===== src/rtl/dday_seq_pkg.sv =====
// dday_seq_pkg: shared definitions for the D-day controller.
//   - date field slices of the packed 23-bit date {year[13:0], month[3:0], day[4:0]}
//   - FSM state encoding
//   - leading-zero blank masks for the four-digit display
package dday_seq_pkg;

  localparam int DATE_W    = 23;
  localparam int YEAR_MSB  = 22;
  localparam int YEAR_LSB  = 9;
  localparam int MONTH_MSB = 8;
  localparam int MONTH_LSB = 5;
  localparam int DAY_MSB   = 4;
  localparam int DAY_LSB   = 0;

  // Width of the binary value handed to the serial BCD converter (9999 < 2^14).
  localparam int BCD_IN_W  = 14;
  localparam int BCD_W     = 16;

  localparam logic [2:0] S_IDLE     = 3'd0;
  localparam logic [2:0] S_CONV_NOW = 3'd1;
  localparam logic [2:0] S_CONV_SET = 3'd2;
  localparam logic [2:0] S_DIFF     = 3'd3;
  localparam logic [2:0] S_BCD      = 3'd4;
  localparam logic [2:0] S_DONE     = 3'd5;

  typedef enum logic [2:0] {
    ST_IDLE     = S_IDLE,
    ST_CONV_NOW = S_CONV_NOW,
    ST_CONV_SET = S_CONV_SET,
    ST_DIFF     = S_DIFF,
    ST_BCD      = S_BCD,
    ST_DONE     = S_DONE
  } state_t;

  // Bit i set = digit i blank. Digit 0 is always shown.
  localparam logic [3:0] BLANK_1DIG = 4'b1110;
  localparam logic [3:0] BLANK_2DIG = 4'b1100;
  localparam logic [3:0] BLANK_3DIG = 4'b1000;
  localparam logic [3:0] BLANK_NONE = 4'b0000;

endpackage


===== src/rtl/days_sum.sv =====
// days_sum: combinational conversion of a packed date to an absolute day count
// (Gregorian, counted from a fixed proleptic origin; only differences matter).
// Ports:
//   date  in  23       {year[13:0], month[3:0], day[4:0]}
//   days  out DAYS_W   absolute day number
// With DAYS_W = 22 the count stays below 2^22 for years up to about 11400.
module days_sum
  import dday_seq_pkg::*;
#(
  parameter int DAYS_W = 22
) (
  input  logic [DATE_W-1:0] date,
  output logic [DAYS_W-1:0] days
);

  logic [DAYS_W-1:0] year;
  logic [DAYS_W-1:0] day;
  logic [DAYS_W-1:0] cum;
  logic [DAYS_W-1:0] leap_adj;
  logic              leap;

  always_comb begin
    year = DAYS_W'(date[YEAR_MSB:YEAR_LSB]);
    day  = DAYS_W'(date[DAY_MSB:DAY_LSB]);
    leap = ((year % DAYS_W'(4)) == '0 && (year % DAYS_W'(100)) != '0)
           || (year % DAYS_W'(400)) == '0;

    // Days in the year preceding the first of each month (non-leap).
    case (date[MONTH_MSB:MONTH_LSB])
      4'd2:    cum = DAYS_W'(31);
      4'd3:    cum = DAYS_W'(59);
      4'd4:    cum = DAYS_W'(90);
      4'd5:    cum = DAYS_W'(120);
      4'd6:    cum = DAYS_W'(151);
      4'd7:    cum = DAYS_W'(181);
      4'd8:    cum = DAYS_W'(212);
      4'd9:    cum = DAYS_W'(243);
      4'd10:   cum = DAYS_W'(273);
      4'd11:   cum = DAYS_W'(304);
      4'd12:   cum = DAYS_W'(334);
      default: cum = '0;
    endcase

    // The year/4 - year/100 + year/400 term already counts this year's leap
    // day; it has not happened yet in January and February.
    leap_adj = (leap && date[MONTH_MSB:MONTH_LSB] <= 4'd2) ? DAYS_W'(1) : '0;

    days = DAYS_W'(365) * year + year / DAYS_W'(4) - year / DAYS_W'(100)
           + year / DAYS_W'(400) + cum + day - leap_adj;
  end

endmodule


===== src/rtl/dday_seq_bcd_serial.sv =====
// bcd_serial: 14-bit binary to 4-digit BCD, one double-dabble iteration per clock.
// Ports:
//   clk, rst  clock, async active-high reset
//   start     load bin on this edge; iterations run on the following 14 edges
//   bin       14-bit binary input (values up to 9999)
//   done      high in the cycle whose closing edge performs the final iteration
//   bcd       result of the iteration performed on the next edge; final value when done=1
module bcd_serial
  import dday_seq_pkg::*;
(
  input  logic                clk,
  input  logic                rst,
  input  logic                start,
  input  logic [BCD_IN_W-1:0] bin,
  output logic                done,
  output logic [BCD_W-1:0]    bcd
);

  logic [BCD_IN_W-1:0] sh;
  logic [BCD_W-1:0]    acc;
  logic [3:0]          cnt;
  logic                run;

  // Add 3 to every nibble >= 5. The accumulator never exceeds 4999 before the
  // last shift, so the top bit is always zero and is dropped here.
  function automatic logic [BCD_W-2:0] dabble(input logic [BCD_W-1:0] v);
    logic [BCD_W-1:0] r;
    r = v;
    for (int i = 0; i < 4; i++) begin
      if (r[4*i +: 4] >= 4'd5) r[4*i +: 4] = r[4*i +: 4] + 4'd3;
    end
    return r[BCD_W-2:0];
  endfunction

  // Exposed combinationally so the caller can register the result on the
  // same edge as the final iteration.
  assign bcd  = {dabble(acc), sh[BCD_IN_W-1]};
  assign done = run && (cnt == 4'(BCD_IN_W - 1));

  always_ff @(posedge clk or posedge rst) begin
    if (rst) begin
      sh  <= '0;
      acc <= '0;
      cnt <= '0;
      run <= 1'b0;
    end else if (start) begin
      sh  <= bin;
      acc <= '0;
      cnt <= '0;
      run <= 1'b1;
    end else if (run) begin
      acc <= bcd;
      sh  <= {sh[BCD_IN_W-2:0], 1'b0};
      cnt <= cnt + 4'd1;
      if (done) run <= 1'b0;
    end
  end

endmodule


===== src/rtl/dday_seq.sv =====
// dday_seq: sequential D-day controller. On a trigger it snapshots both dates,
// converts them one after the other through a single days_sum instance, forms
// the signed difference, classifies it, and converts it to BCD serially.
// Ports:
//   clk, rst   clock, async active-high reset
//   start      computation request (honoured only in IDLE/DONE)
//   now_date   current date  {year[13:0], month[3:0], day[4:0]}
//   set_date   target date   same format
//   busy       high from the accept edge until the done pulse
//   done       one-cycle pulse; results valid from this cycle on
//   sign       0: now <= set ("D-"), 1: now > set ("D+")
//   diff       |set_days - now_days|
//   bcd        four BCD digits of diff, zero when long
//   blank      leading-zero mask, bit i = digit i blank
//   zero       diff == 0
//   long       diff > MAX_SHOW
module dday_seq
  import dday_seq_pkg::*;
#(
  parameter int AUTO_REFRESH = 1,
  parameter int DAYS_W       = 22,
  parameter int MAX_SHOW     = 9999
) (
  input  logic              clk,
  input  logic              rst,
  input  logic              start,
  input  logic [DATE_W-1:0] now_date,
  input  logic [DATE_W-1:0] set_date,
  output logic              busy,
  output logic              done,
  output logic              sign,
  output logic [DAYS_W-1:0] diff,
  output logic [BCD_W-1:0]  bcd,
  output logic [3:0]        blank,
  output logic              zero,
  output logic              long
);

  state_t            state;
  logic [DATE_W-1:0] now_snap;
  logic [DATE_W-1:0] set_snap;
  logic [DAYS_W-1:0] now_days;
  logic [DAYS_W-1:0] set_days;
  logic [DATE_W-1:0] conv_date;
  logic [DAYS_W-1:0] conv_days;

  logic              trigger;
  logic              accept;

  logic              sign_c;
  logic [DAYS_W-1:0] diff_c;
  logic              long_c;

  logic              bcd_start;
  logic              bcd_done;
  logic [BCD_W-1:0]  bcd_val;

  function automatic logic [3:0] blank_mask(input logic [DAYS_W-1:0] d);
    if (d < DAYS_W'(10))        return BLANK_1DIG;
    else if (d < DAYS_W'(100))  return BLANK_2DIG;
    else if (d < DAYS_W'(1000)) return BLANK_3DIG;
    else                        return BLANK_NONE;
  endfunction

  // One converter shared in time: now_snap in CONV_NOW, set_snap in CONV_SET.
  assign conv_date = (state == ST_CONV_SET) ? set_snap : now_snap;

  days_sum #(.DAYS_W(DAYS_W)) u_days_sum (
    .date (conv_date),
    .days (conv_days)
  );

  // Auto refresh compares live inputs against the snapshot of the last accepted
  // request, so a date that changed while busy re-triggers once idle/done.
  assign trigger = start
                   || ((AUTO_REFRESH != 0) && ((now_date != now_snap) || (set_date != set_snap)));
  assign accept  = trigger && (state == ST_IDLE || state == ST_DONE);

  always_comb begin
    sign_c = now_days > set_days;
    diff_c = sign_c ? (now_days - set_days) : (set_days - now_days);
    long_c = diff_c > DAYS_W'(MAX_SHOW);
  end

  assign bcd_start = (state == ST_DIFF) && !long_c;

  bcd_serial u_bcd_serial (
    .clk   (clk),
    .rst   (rst),
    .start (bcd_start),
    .bin   (diff_c[BCD_IN_W-1:0]),
    .done  (bcd_done),
    .bcd   (bcd_val)
  );

  always_ff @(posedge clk or posedge rst) begin
    if (rst) begin
      state    <= ST_IDLE;
      busy     <= 1'b0;
      done     <= 1'b0;
      sign     <= 1'b0;
      diff     <= '0;
      bcd      <= '0;
      blank    <= BLANK_1DIG;
      zero     <= 1'b0;
      long     <= 1'b0;
      now_snap <= '0;
      set_snap <= '0;
      now_days <= '0;
      set_days <= '0;
    end else begin
      done <= 1'b0;
      case (state)
        ST_IDLE, ST_DONE: begin
          if (accept) begin
            now_snap <= now_date;
            set_snap <= set_date;
            busy     <= 1'b1;
            state    <= ST_CONV_NOW;
          end
        end
        ST_CONV_NOW: begin
          now_days <= conv_days;
          state    <= ST_CONV_SET;
        end
        ST_CONV_SET: begin
          set_days <= conv_days;
          state    <= ST_DIFF;
        end
        ST_DIFF: begin
          diff <= diff_c;
          sign <= sign_c;
          zero <= (diff_c == '0);
          long <= long_c;
          if (long_c) begin
            bcd   <= '0;
            blank <= BLANK_NONE;
            busy  <= 1'b0;
            done  <= 1'b1;
            state <= ST_DONE;
          end else begin
            state <= ST_BCD;
          end
        end
        ST_BCD: begin
          if (bcd_done) begin
            bcd   <= bcd_val;
            blank <= blank_mask(diff);
            busy  <= 1'b0;
            done  <= 1'b1;
            state <= ST_DONE;
          end
        end
        default: state <= ST_IDLE;
      endcase
    end
  end

endmodule


===== config.mk =====
export PLATFORM = sky130hd
export DESIGN_NAME = dday_seq
export DESIGN_NICKNAME = d
export VERILOG_FILES = /design/src/rtl/dday_seq_pkg.sv /design/src/rtl/days_sum.sv /design/src/rtl/dday_seq_bcd_serial.sv /design/src/rtl/dday_seq.sv
export SDC_FILE = /design/constraint.sdc
export NUM_CORES = 1
export LEC_CHECK = 0
export ABC_AREA = 1
export BUFFER_PORTS_ARGS = -buffer_cell sky130_fd_sc_hd__buf_2
export CORE_UTILIZATION = 58
export CTS_CLUSTER_DIAMETER = 150
export DETAILED_ROUTE_END_ITERATION = 10
export HOLD_SLACK_MARGIN = 0.05
export PLACE_DENSITY = 0.76
export SYNTH_ARGS = -nofsm -noshare
export SYNTH_HDL_FRONTEND = slang
export SYNTH_SLANG_ARGS = --single-unit

===== constraint.sdc =====
create_clock -name clk -period 13.1 [get_ports clk]
set_clock_uncertainty 0.15 [all_clocks]
set_input_delay 1.31 -clock clk [delete_from_list [all_inputs] [get_ports clk]]
set_output_delay 1.31 -clock clk [all_outputs]
set_load 0.1 [all_outputs]

[Yosys cells after proc, flatten, opt, wreduce, memory -nomap -nowiden]
Memory sizes are Yosys's and may differ from the RTL's.
Index checks and enable logic that the tools add are counted.
Widths: inputs -> output; s select.
Word-level totals
  register bits: 175
  latch bits: 0
  RAM bits: 0
  bits in read-only memories: 144
  input port bits: 49
  output and inout port bits: 47
  logic and storage cells: 116
  memories: 1
Cells by class
  add/subtract/negate cells: 13
  multipliers: 1
  div/mod/pow operators: 4
  order comparisons: 10
  equal/unequal tests: 11
  shift operators: 0
  mux-type cells: 36
  bitwise gates (word level): 0
  reduce and logical (&&, ||, !) cells: 23
Memory list
  (name not given): words 16, bits a word 9, read ports 1, clocked after memory_dff 0, write ports 0, RTL line days_sum.sv:29  | case (date[MONTH_MSB:MONTH_LSB])
Operators with widths (number)
  $sub 22x22->22: 4
  $logic_not 22->1: 3
  $mux 16: 4
  $ne 23x23->1: 2
  $add 22x22->22: 2
  $mux 4: 10
  $pmux 16 s2: 1
  $mux 14: 2
  $mux 23: 1
  $add 22x12->22: 1
  $add 22x5->22: 1
  $div 14x7->22 const B: 1
  $div 14x9->22 const B: 1
  $gt 22x14->1 const B: 1
  $gt 22x22->1: 1
  $lt 22x10->1 const B: 1
  $lt 22x4->1 const B: 1
  $lt 22x7->1 const B: 1
  $mod 14x7->22 const B: 1
  $mod 14x9->22 const B: 1
  $mul 9x14->22 const A: 1
  $mux 22: 1
  $reduce_bool 22->1: 1
  $ge 4x3->1 const B: 4
  other kinds (25): 51

[Longest topological paths before layout]
  depth after elaboration: 9
  depth in mapped cells: 114
  mapped depth without buffers: 109

[Cells and area by module]
Synthesis repeated with hierarchy kept, for this count alone.
Second synthesis, totals
  cell total of the unflattened synthesis: 3521
  area, all modules: 23125.9 um2
By module, submodules not included
  days_sum: instances 1, cells an instance 1758, area an instance 10988.0 um2, seq. area each 0.0 um2
  dday_seq: instances 1, cells an instance 1512, area an instance 10062.2 um2, seq. area each 3482.1 um2
  bcd_serial: instances 1, cells an instance 251, area an instance 2075.7 um2, seq. area each 875.8 um2

[Least setup slack after synthesis]
No wires, ideal clock.
  kind: register to register
  from: register state[0]
  to: register set_days[20]
  data arrival time: 12.922 ns
  required time: 12.817 ns
  setup slack: -0.106 ns
  cell stages (with the launch flop): 101
  path buffers: 14
  clock period less this slack: 13.206 ns
  path through: dfrtp_1 -> inv_2 -> nand3_4 -> buf_8 -> buf_12 -> buf_6 -> clkbuf_1 -> clkbuf_1 -> clkbuf_1 -> o21ai_0 -> ha_1 -> nand2_1 -> nor3_1 -> nand3_1 -> inv_1 -> nand3_1 -> nand2_1 -> buf_6 -> [65 not listed] -> a21oi_1 -> o21bai_1 -> nand3_1 -> nand2_1 -> a21oi_1 -> o21bai_1 -> nand3_1 -> nand2_1 -> nand3_1 -> nand2_1 -> nand2_1 -> nand2_1 -> a21oi_1 -> or2_2 -> nand2_1 -> a21oi_1 -> xor2_1 -> o21ai_0
On the way
  longest elaborated chain between the ends: 9
  elaborated cells on any way between the ends: 22
  those cells by class: add/sub: 6; mul: 1; div: 4; order compare: 1; eq/ne: 1; mux: 2; reduce/logical: 6; memory: 1
RTL lines
  start: declaration: RTL line dday_seq.sv:39  | state_t state;
  start signal: assignment: RTL line dday_seq.sv:98  | state <= ST_IDLE;
  start signal: assignment: RTL line dday_seq.sv:119  | state <= ST_CONV_NOW;
  start signal: assignment: RTL line dday_seq.sv:124  | state <= ST_CONV_SET;
  $eq 3x2->1 (*): RTL line dday_seq.sv:66, dday_seq.sv:113
  branches (longest 8 deep; another with $div 14x7->22)
  end signal: assignment: RTL line dday_seq.sv:127  | set_days <= conv_days;
  end: declaration: RTL line dday_seq.sv:43  | logic [DAYS_W-1:0] set_days;
Mark *: on every way between the ends.
A chain may end at the register's enable or synchronous reset.

[Worst setup path after layout]
  from: register state[2]
  to: register set_days[20]
The elaborated chain is that of the path after synthesis.

==> results by group <==
Outcome
  – Outcome: finished with violations
  – Failing checks: negative setup slack

Critical path
  – Arr. time, crit path: around 14 ns
  – Slowest stage delay, CP: approximately 0.49 ns
  – CP Capture Type: flip-flop
  – Most frequent CP cell: nand2_2
  – Highest fanout seen on the critical path: 8
  – WP buf/inv: 14
  – CP required: between 10 and 15 ns
  – Worst setup SP type: flip-flop
  – Setup CP Type: flip-flop to flip-flop
  – Slowest CP cell: fa_1
  – Kind of cell adding the most delay to the critical path: simple AND/OR/NAND/NOR gates

Routing
  – DRC: 0
  – Drt first-iter violations: 2304
  – DRT antenna net count: 0
  – Routed wire length: 71.4 mm
  – Via density: about 5.7
  – Routed length per instance: 17.6 um
  – DRT Pass-1 Iters: 6
  – Vias after detailed routing: 23374

Clock tree
  – Clock Tree Root: clkbuf_16
  – Post-CTS Hold Buffers: 0
  – Clock Path Buffers: 2
  – Clock transition at path regs: roughly 0.070 ns
  – Cts bufs inserted: 17
  – Num Clock Sinks: roughly 170
  – CTS tree: built
  – Worst skew pair latency: 0.46 ns
  – H-tree depth: 4

Die
  – DIE AREA: around 37000 sq um
  – DIE HEIGHT: 191 um
  – IO Pins: 96
  – Rows: 69
  – Die X: 191 um
  – Placeable Area: 35500 sq um
  – Initial Util: 0.587

Cells and area
  – Commonest cells after routing, fill and taps aside: nand2_1 (633), buf_4 (501), inv_1 (460), nor2_1 (189)
  – Nets: between 3000 and 4000
  – Fill count: 2288
  – Utilization after layout: 0.796
  – Synth-to-Final Area Change: 35.7%
  – Ratio of cells with drive above 1 in the final layout: 0.319
  – Most common cell after layout, fill and taps aside: nand2_1
  – Antenna Cells: 0

Global routing
  – Gr usage total: 0.348
  – Largest net degree at the start of global routing: 85
  – Initial antenna violation count: 0
  – Vias in the first global route: 20889
  – First-pass GRT wire length: 102 mm
  – Total grt overflow: 0

Timing
  – RSZ-0062 raised after global routing: true
  – Tcrit/Tclk final: 1.05
  – Tmin final: 13.70 ns
  – Peak Freq: 73.0 MHz
  – Slew margin rel.: 0.192
  – Setup violators final: 15
  – Final worst setup slack: -0.600 ns
  – Final Max Slew Viols: 0
  – Least-Margin Pin Slew: 1.20 ns
  – Fin. Hold Viols: 0

Synth
  – Ys async rst share: 1.00
  – Synth Instances: 2982
  – Register bit total from synthesis: approximately 170
  – Mapped Avg Cell Area: 6.98 sq um
  – Mapped cell area: between 20000 and 25000 sq um
  – Seq/Total Area, Yosys: 0.209
  – Yosys warns: 0
  – Syn_nets: 3289
  – Synth cell types: between 70 and 80
  – Post-synth EDFFs: 0
  – Top FF cell, synth: dfrtp_1

Place
  – Hpwl dp: 49.7 mm
  – IO buf count: 94
  – Gpl congestion: 1.01

Hold path
  – Hold Crit Class: flip-flop to flip-flop

Flow run
  – MaxCap Viol Count: 0
-- metal layers --
metal	wire, um	GRT usage
met1	28900	0.485
met3	6660	0.0602
met5	0	0
met2	33200	0.555
met4	2690	0.0897
-- area by class of cell --
cell class / instances / area, sq um / area share
clock inverters: 15 / 174 / 0.00616
repair buffers: 647 / 4900 / 0.173
inverters: 508 / 1940 / 0.0686
well taps: 461 / 577 / 0.0204
clock buffers: 17 / 425 / 0.0151
multi-input cells: 2246 / 15900 / 0.562
flip-flops and latches: 174 / 4360 / 0.154
-- cell usage after synthesis (48+ instances only) --
cell | n | area, sq um
nand2_1 | 749 | 2810
inv_1 | 479 | 1800
nor2_1 | 214 | 803
nand3_1 | 203 | 1020
o21ai_0 | 190 | 951
dfrtp_1 | 171 | 4280
ha_1 | 170 | 2130
a21oi_1 | 103 | 515
xor2_1 | 91 | 797
fa_1 | 88 | 1760
xnor2_1 | 53 | 464
nand2_2 | 48 | 300
nand4_1 | 48 | 300
-- worst min-delay path, cell delays in order (launching register included) --
cell and delay (ns):
dfrtp_1 0.34, nand2_1 0.05, nand2_1 0.05
-- path summary, 6_finish.rpt --
check,startpoint,endpoint,slack [ns],cells after the start
max in group asynchronous,rst,state[1]$_DFFE_PP0P_,10.87,3
setup / recovery,state[2]$_DFFE_PP0P_,set_days[20]$_DFFE_PP0P_,-0.60,99
hold / removal,bcd[11]$_DFFE_PP0P_,bcd[11]$_DFFE_PP0P_,0.33,2
hold reg to reg,bcd[11]$_DFFE_PP0P_,bcd[11]$_DFFE_PP0P_,0.33,2
setup reg to reg,state[2]$_DFFE_PP0P_,set_days[20]$_DFFE_PP0P_,-0.60,99
min in group asynchronous,rst,set_snap[21]$_DFFE_PP0P_,0.74,2
-- metrics by stage --
step | cell area, sq um | hold slack, ns | worst slack, ns | cells | setup TNS, ns
6_report | 28300 | 0.327 | -0.600 | 4068 | -5.11
5_1_grt | 28300 | 0.358 | -1.23 | 4068 | -17.26
4_1_cts | 26600 | 0.331 | 0.000769 | 4008 | 0
3_5_place_dp | 24800 | 0.312 | -0.662 | 3906 | -5.96
3_3_place_gp | 24800 | 0.309 | -0.192 | 3906 | -0.668
2_1_floorplan | 20800 | 0.300 | 0.0323 | 2982 | 0
-- flip-flops by register name, summed over array words and instances, names as in the netlist, 3 cells and up --
signal            count
now_days             22
blank                 3
bcd                  16
u_bcd_serial.acc     16
set_days             22
u_bcd_serial.cnt      4
now_snap             23
u_bcd_serial.sh      14
state                 3
diff                 22
set_snap             23
-- kinds of logic after synthesis --
logic type	share of synthesized area
AND/OR/NAND/NOR	0.299
XOR/XNOR	0.0606
AO/OA/AOI/OAI	0.128
flip-flops	0.209
buffers and inverters	0.109
multiplexers	0.00679
other	0.000180
adder cells (fa/ha/maj)	0.187
-- repair_timing --
| action | in CTS | in global routing |
|---|---|---|
| gates cloned | 6 | 5 |
| buffers inserted | 64 | 56 |
| pin swaps | 86 | 160 |
| setup endpoints to repair | 16 | 28 |
| resized for setup | 154 | 305 |
Power is left out: the tool's default activity adds up to more than one toggle a clock period on the data nets, which glitch-free logic cannot reach.
